## src/rtl/regfile_pkg.sv

```systemverilog
// Shared definitions for the parameterised register file.
// Holds the clear-sequencer state encoding, the default parameter values
// used by regfile_param and its sub-module, and a helper that sizes the
// clear pointer and physical index.
package regfile_pkg;

    localparam int DEF_WIDTH    = 32;
    localparam int DEF_NUM_REGS = 3;
    localparam int DEF_BASE_ID  = 5;
    localparam int DEF_ID_W     = 5;

    typedef enum logic {
        IDLE  = 1'b0,
        CLEAR = 1'b1
    } clear_state_e;

    // A single-register file still needs a 1-bit pointer to stay legal.
    function automatic int ptr_width(input int n);
        return (n > 1) ? $clog2(n) : 1;
    endfunction

endpackage

```

## src/rtl/regfile_clear_fsm.sv

```systemverilog
// Clear sequencer for regfile_param.
// Walks a pointer from 0 to NUM_REGS-1, one register per cycle, after a
// clear request seen in IDLE. Requests while already clearing are ignored.
// Ports:
//   clk, reset  - clock and asynchronous active-high reset
//   clear_req   - single-cycle request to start zeroing the file
//   busy        - high while the sequence runs (exactly NUM_REGS cycles)
//   clear_ptr   - physical register zeroed at the end of the current cycle
module regfile_clear_fsm
    import regfile_pkg::*;
#(
    parameter int NUM_REGS = DEF_NUM_REGS,
    parameter int PTR_W    = ptr_width(DEF_NUM_REGS)
) (
    input  logic             clk,
    input  logic             reset,
    input  logic             clear_req,
    output logic             busy,
    output logic [PTR_W-1:0] clear_ptr
);

    localparam logic [PTR_W-1:0] LAST_PTR = PTR_W'(NUM_REGS - 1);

    clear_state_e     state_q, state_d;
    logic [PTR_W-1:0] ptr_q, ptr_d;

    always_ff @(posedge clk or posedge reset) begin
        if (reset) begin
            state_q <= IDLE;
            ptr_q   <= '0;
        end else begin
            state_q <= state_d;
            ptr_q   <= ptr_d;
        end
    end

    always_comb begin
        state_d = state_q;
        ptr_d   = ptr_q;
        busy    = 1'b0;
        case (state_q)
            IDLE: begin
                if (clear_req) begin
                    state_d = CLEAR;
                    ptr_d   = '0;
                end
            end
            CLEAR: begin
                busy = 1'b1;
                // The last register is zeroed in the same cycle we leave.
                if (ptr_q == LAST_PTR) begin
                    state_d = IDLE;
                    ptr_d   = '0;
                end else begin
                    ptr_d = ptr_q + 1'b1;
                end
            end
            default: begin
                state_d = IDLE;
                ptr_d   = '0;
            end
        endcase
    end

    assign clear_ptr = ptr_q;

endmodule

```

## src/rtl/regfile_param.sv

```systemverilog
// Parameterised register file with an offset id space.
// Architectural ids BASE_ID .. BASE_ID+NUM_REGS-1 map onto physical
// registers 0 .. NUM_REGS-1; any other id is invalid (reads 0, writes are
// rejected). Two combinational read ports with write bypass, one write
// port, and a multi-cycle clear sequence run by regfile_clear_fsm.
// Ports:
//   clk, reset                 - clock and asynchronous active-high reset
//   write_enable, reg_id_d,
//   reg_d_value                - write request, destination id, data
//   reg_id_a / reg_id_b        - read ids
//   reg_a_value / reg_b_value  - read data
//   clear_req                  - start zeroing the whole file
//   busy                       - clear sequence in progress
//   write_err                  - one-cycle pulse after a rejected write
module regfile_param
    import regfile_pkg::*;
#(
    parameter int WIDTH    = DEF_WIDTH,
    parameter int NUM_REGS = DEF_NUM_REGS,
    parameter int BASE_ID  = DEF_BASE_ID,
    parameter int ID_W     = DEF_ID_W
) (
    input  logic             clk,
    input  logic             reset,
    input  logic             write_enable,
    input  logic [ID_W-1:0]  reg_id_d,
    input  logic [WIDTH-1:0] reg_d_value,
    input  logic [ID_W-1:0]  reg_id_a,
    input  logic [ID_W-1:0]  reg_id_b,
    output logic [WIDTH-1:0] reg_a_value,
    output logic [WIDTH-1:0] reg_b_value,
    input  logic             clear_req,
    output logic             busy,
    output logic             write_err
);

    localparam int PTR_W = ptr_width(NUM_REGS);

    // One extra bit so ids below BASE_ID cannot wrap into the valid range.
    localparam logic [ID_W:0] BASE_EXT = (ID_W + 1)'(BASE_ID);
    localparam logic [ID_W:0] NUM_EXT  = (ID_W + 1)'(NUM_REGS);

    logic [WIDTH-1:0] regs [NUM_REGS];

    logic [PTR_W-1:0] clear_ptr;
    logic             write_ok;

    logic [ID_W:0]    diff_d, diff_a, diff_b;
    logic             valid_d, valid_a, valid_b;
    logic [PTR_W-1:0] idx_d, idx_a, idx_b;

    regfile_clear_fsm #(
        .NUM_REGS (NUM_REGS),
        .PTR_W    (PTR_W)
    ) u_clear_fsm (
        .clk       (clk),
        .reset     (reset),
        .clear_req (clear_req),
        .busy      (busy),
        .clear_ptr (clear_ptr)
    );

    always_comb begin
        diff_d  = {1'b0, reg_id_d} - BASE_EXT;
        diff_a  = {1'b0, reg_id_a} - BASE_EXT;
        diff_b  = {1'b0, reg_id_b} - BASE_EXT;
        valid_d = ({1'b0, reg_id_d} >= BASE_EXT) && (diff_d < NUM_EXT);
        valid_a = ({1'b0, reg_id_a} >= BASE_EXT) && (diff_a < NUM_EXT);
        valid_b = ({1'b0, reg_id_b} >= BASE_EXT) && (diff_b < NUM_EXT);
        idx_d   = diff_d[PTR_W-1:0];
        idx_a   = diff_a[PTR_W-1:0];
        idx_b   = diff_b[PTR_W-1:0];
    end

    assign write_ok = write_enable && valid_d && !busy;

    // Clear and write never coincide: a write is only accepted when not busy.
    always_ff @(posedge clk or posedge reset) begin
        if (reset) begin
            for (int i = 0; i < NUM_REGS; i++) begin
                regs[i] <= '0;
            end
        end else if (busy) begin
            regs[clear_ptr] <= '0;
        end else if (write_ok) begin
            regs[idx_d] <= reg_d_value;
        end
    end

    always_ff @(posedge clk or posedge reset) begin
        if (reset) begin
            write_err <= 1'b0;
        end else begin
            write_err <= write_enable && !write_ok;
        end
    end

    // An accepted write implies a valid destination, so a matching read id
    // is valid too and the bypass can take priority over the array.
    always_comb begin
        reg_a_value = '0;
        reg_b_value = '0;
        if (valid_a) begin
            reg_a_value = (write_ok && (reg_id_a == reg_id_d)) ? reg_d_value : regs[idx_a];
        end
        if (valid_b) begin
            reg_b_value = (write_ok && (reg_id_b == reg_id_d)) ? reg_d_value : regs[idx_b];
        end
    end

endmodule

```

## config.mk

```make
export PLATFORM = sky130hd
export DESIGN_NAME = regfile_param
export DESIGN_NICKNAME = d
export VERILOG_FILES = /design/src/rtl/regfile_pkg.sv /design/src/rtl/regfile_clear_fsm.sv /design/src/rtl/regfile_param.sv
export SDC_FILE = /design/constraint.sdc
export NUM_CORES = 1
export LEC_CHECK = 0
export ABC_CLOCK_PERIOD_IN_PS = 3000
export BUFFER_PORTS_ARGS = -buffer_cell sky130_fd_sc_hd__buf_2
export CAP_MARGIN = 20
export CORE_AREA = 4 4 136 138
export CTS_CLUSTER_SIZE = 14
export DETAILED_ROUTE_END_ITERATION = 6
export DIE_AREA = 0 0 140 142
export SLEW_MARGIN = 15
export SYNTH_ARGS = -nofsm -noshare
export SYNTH_HDL_FRONTEND = slang
export SYNTH_SLANG_ARGS = --single-unit
```

## constraint.sdc

```tcl
create_clock -name clk -period 3 [get_ports clk]
set_input_delay 0.45 -clock clk [delete_from_list [all_inputs] [get_ports clk]]
set_output_delay 0.45 -clock clk [all_outputs]
set_load 0.02 [all_outputs]
```

==> results.py <==
metrics = {
    "outcome": {
        "outcome": "finished clean",
    },
    "critical_path": {
        "critPathArrivalTime_ns": 2.39,
        "reg2reg_from": "u_clear_fsm.state_q",
        "cp_cell_sequence": "o21bai_1, or4_4, buf_4, o21ai_0, o211a_1, buf_2",
        "path_class": "flop to output port",
        "r2r_end": "regs[20]",
        "critical-path-top-delay-family": "compound AO/OA/AOI/OAI gates",
        "cp_data_required_time_ns": 2.55,
        "cp_slowest_cell": "or4_4",
        "cp-start-kind": "flop",
        "critical-path-max-stage-delay_ns": 0.55,
        "ff2ff_path_depth": 4,
        "cp.depth": 6,
        "crit_fanout": 17,
        "endpoint_kind": "output port",
        "critPathBufInv": 2,
        "worst-r2r-setup-slack_ns": 1.10,
    },
    "finish": {
        "final_cell_area_sq_um": 8035,
        "drive_gt1_frac": 0.2841,
        "n_antenna_cell": 0,
        "syn2layout_area_growth_pct": 17.73,
        "final_cell_mix": "nand2_1, o21ai_0, buf_2",
        "layout.nets": 916,
    },
    "hold_path": {
        "hp-class": "input port to asynchronous set/reset pin",
    },
    "floorplan": {
        "die_w_um": 140,
        "rows": 48,
        "io_pins": 117,
        "dieArea_sq_um": 19880,
        "core-area_sq_um": 17180,
        "chipHeight_um": 142,
        "initial_core_util": 0.3974,
    },
    "clocking": {
        "cts-resized-gates": 0,
        "postCtsSetupRepairBufs": 0,
        "cts_made_buffers": 9,
        "cts-root-buf": "clkbuf_16",
        "hold_buffers": 0,
        "htree_levels": 3,
        "clk_pin_slew_worst_paths_ns": 0.07,
        "ctsLongestPathBuffers": 2,
        "cts_tree": "built",
        "cts_num_sinks": 100,
        "clk_latency_ns": 0.35,
    },
    "placed_design": {
        "dpl_cell_area_sq_um": 7722,
        "gp_congestion": 0.8198,
        "numPortBuffers": 116,
        "hpwlAfterDp_um": 14690,
    },
    "routing": {
        "vias_per_cell": 5.788,
        "routed_wl_um": 22520,
        "firstDrtPassIters": 5,
        "drc": 0,
        "drtIter0Drc": 512,
        "ant_nets": 0,
        "vias": 6315,
        "post_drt_wl_per_cell_um": 20.64,
    },
    "timing": {
        "max-slew-margin-rel": 0.5772,
        "finalClockSkew_ns": 0.006464,
        "drv_slew": 0,
        "worstMarginPinSlew_ns": 0.6343,
        "holdWs_ns": 0.1089,
        "setup_viol": 0,
        "post-route-period-util": 0.9454,
        "rsz0062_at_grt": "false",
        "hold_viol_final": 0,
        "layout_min_cycle_time_ns": 2.836,
        "fin_setup_tns_ns": 0,
        "max_freq_mhz": 352.6,
    },
    "global_route": {
        "grt_pass1_vias": 6306,
        "grt_max_degree": 65,
        "grt_first_pass_wirelength_um": 35990,
        "grt_overflow_total": 0,
        "antenna_found_initial": 0,
        "track_usage": 0.2262,
    },
    "yosys": {
        "async_flop_share": 1.000,
        "ys_seq_area_frac": 0.3666,
        "ys_warn_count": 0,
        "synth_edf_count": 0,
        "synth-seq-cells": 100,
        "yosysUniqueCellTypes": 39,
        "avgSynthCellArea_sq_um": 8.818,
        "synthFlopType": "dfrtp_1",
        "synthesis.nets": 829,
        "syn_area_sq_um": 6825,
        "syn_inst": 774,
    },
    "flow_run": {
        "drv_cap": 0,
    },
    "power_and_ir_drop": {
        "peakVddDrop_mv": 0.3331,
        "leakage_nw": 4.164,
        "powerDensity_nw_per_um2": 461.1,
    },
}
metal layers:
metal / global-route usage / vias up / part of all wire
met4: 0.05864 / 0 / 0.017
met1: 0.3012 / 3101 / 0.45
met5: 0 / - / 0
li1: - / 2990 / -
met2: 0.3847 / 196 / 0.48
met3: 0.03931 / 28 / 0.049
report_power, final:
part	internal [mW]	switching (mW)
sequential	1.43	0.0738
combinational	0.287	0.668
clock	0.695	0.548
total	2.42	1.29
cell usage after synthesis, types with 5 or more instances:
cell type	n	area share
buf_2	5	0.0037
inv_1	9	0.0049
mux2_2	63	0.10
o21ai_0	156	0.11
xnor2_1	6	0.0077
clkbuf_1	63	0.035
dfrtp_1	100	0.37
a22oi_1	63	0.069
a22o_1	5	0.0064
nand2_1	156	0.086
o211a_1	64	0.094
mux2i_1	29	0.043
buf_6	6	0.0099
sequential cells by signal, indices dropped and copies added, names as in the netlist:
| name | flops |
|---|---|
| write_err | 1 |
| u_clear_fsm.clear_ptr | 2 |
| regs | 96 |
| u_clear_fsm.state_q | 1 |
worst max-delay path by stage:
stage / startpoint / end
after floorplan: reg_id_a[0] / reg_a_value[22]
after global placement: reg_id_d[4] / reg_a_value[17]
final: u_clear_fsm.state_q / reg_b_value[17]
after CTS: u_clear_fsm.state_q / reg_b_value[17]
after detailed placement: reg_id_d[4] / reg_b_value[17]
after global routing: u_clear_fsm.state_q / reg_a_value[15]
through the flow:
| step | util | setup WS (ns) | std cells | power (mW) |
|---|---|---|---|---|
| 5_1_grt | 0.4678 | 0.06029 | 1091 | 3.860 |
| 3_3_place_gp | 0.4496 | 0.2164 | 1075 | 2.482 |
| 6_report | 0.4678 | 0.1639 | 1091 | 3.705 |
| 2_1_floorplan | - | 0.05750 | 774 | 2.060 |
| 4_1_cts | 0.4678 | 0.1183 | 1091 | 3.724 |
| 3_5_place_dp | 0.4496 | 0.2072 | 1075 | 2.488 |
area by class of cell:
class	count	area [sq um]
Multi-Input combinational cell	586	3965
Timing Repair Buffer	155	935.9
Fill cell	1705	9141
Clock buffer	11	252.7
Clock inverter	5	60.06
Tap cell	225	281.5
Inverter	9	37.54
Sequential cell	100	2502
logic make-up (layout without fill, tap and decap cells):
group                      Yosys count  after routing  share of synthesized area
DFF                                100            100                     0.3666
buffers and inverters               88            180                    0.05628
AOI/OAI and AO/OA                  298            298                     0.2948
xor gates and xnor gates            10             10                    0.01283
and+or+nand+nor                    182            182                     0.1157
adders and majority gates            4              4                   0.007333
muxes                               92             92                     0.1465
worst reg2reg max path: stages, from the launching register on:
cell	delay [ns]
dfrtp_1	0.39
buf_4	0.27
and4bb_2	0.34
buf_4	0.51
o21ai_0	0.23
(Power assumes the default switching activity.)
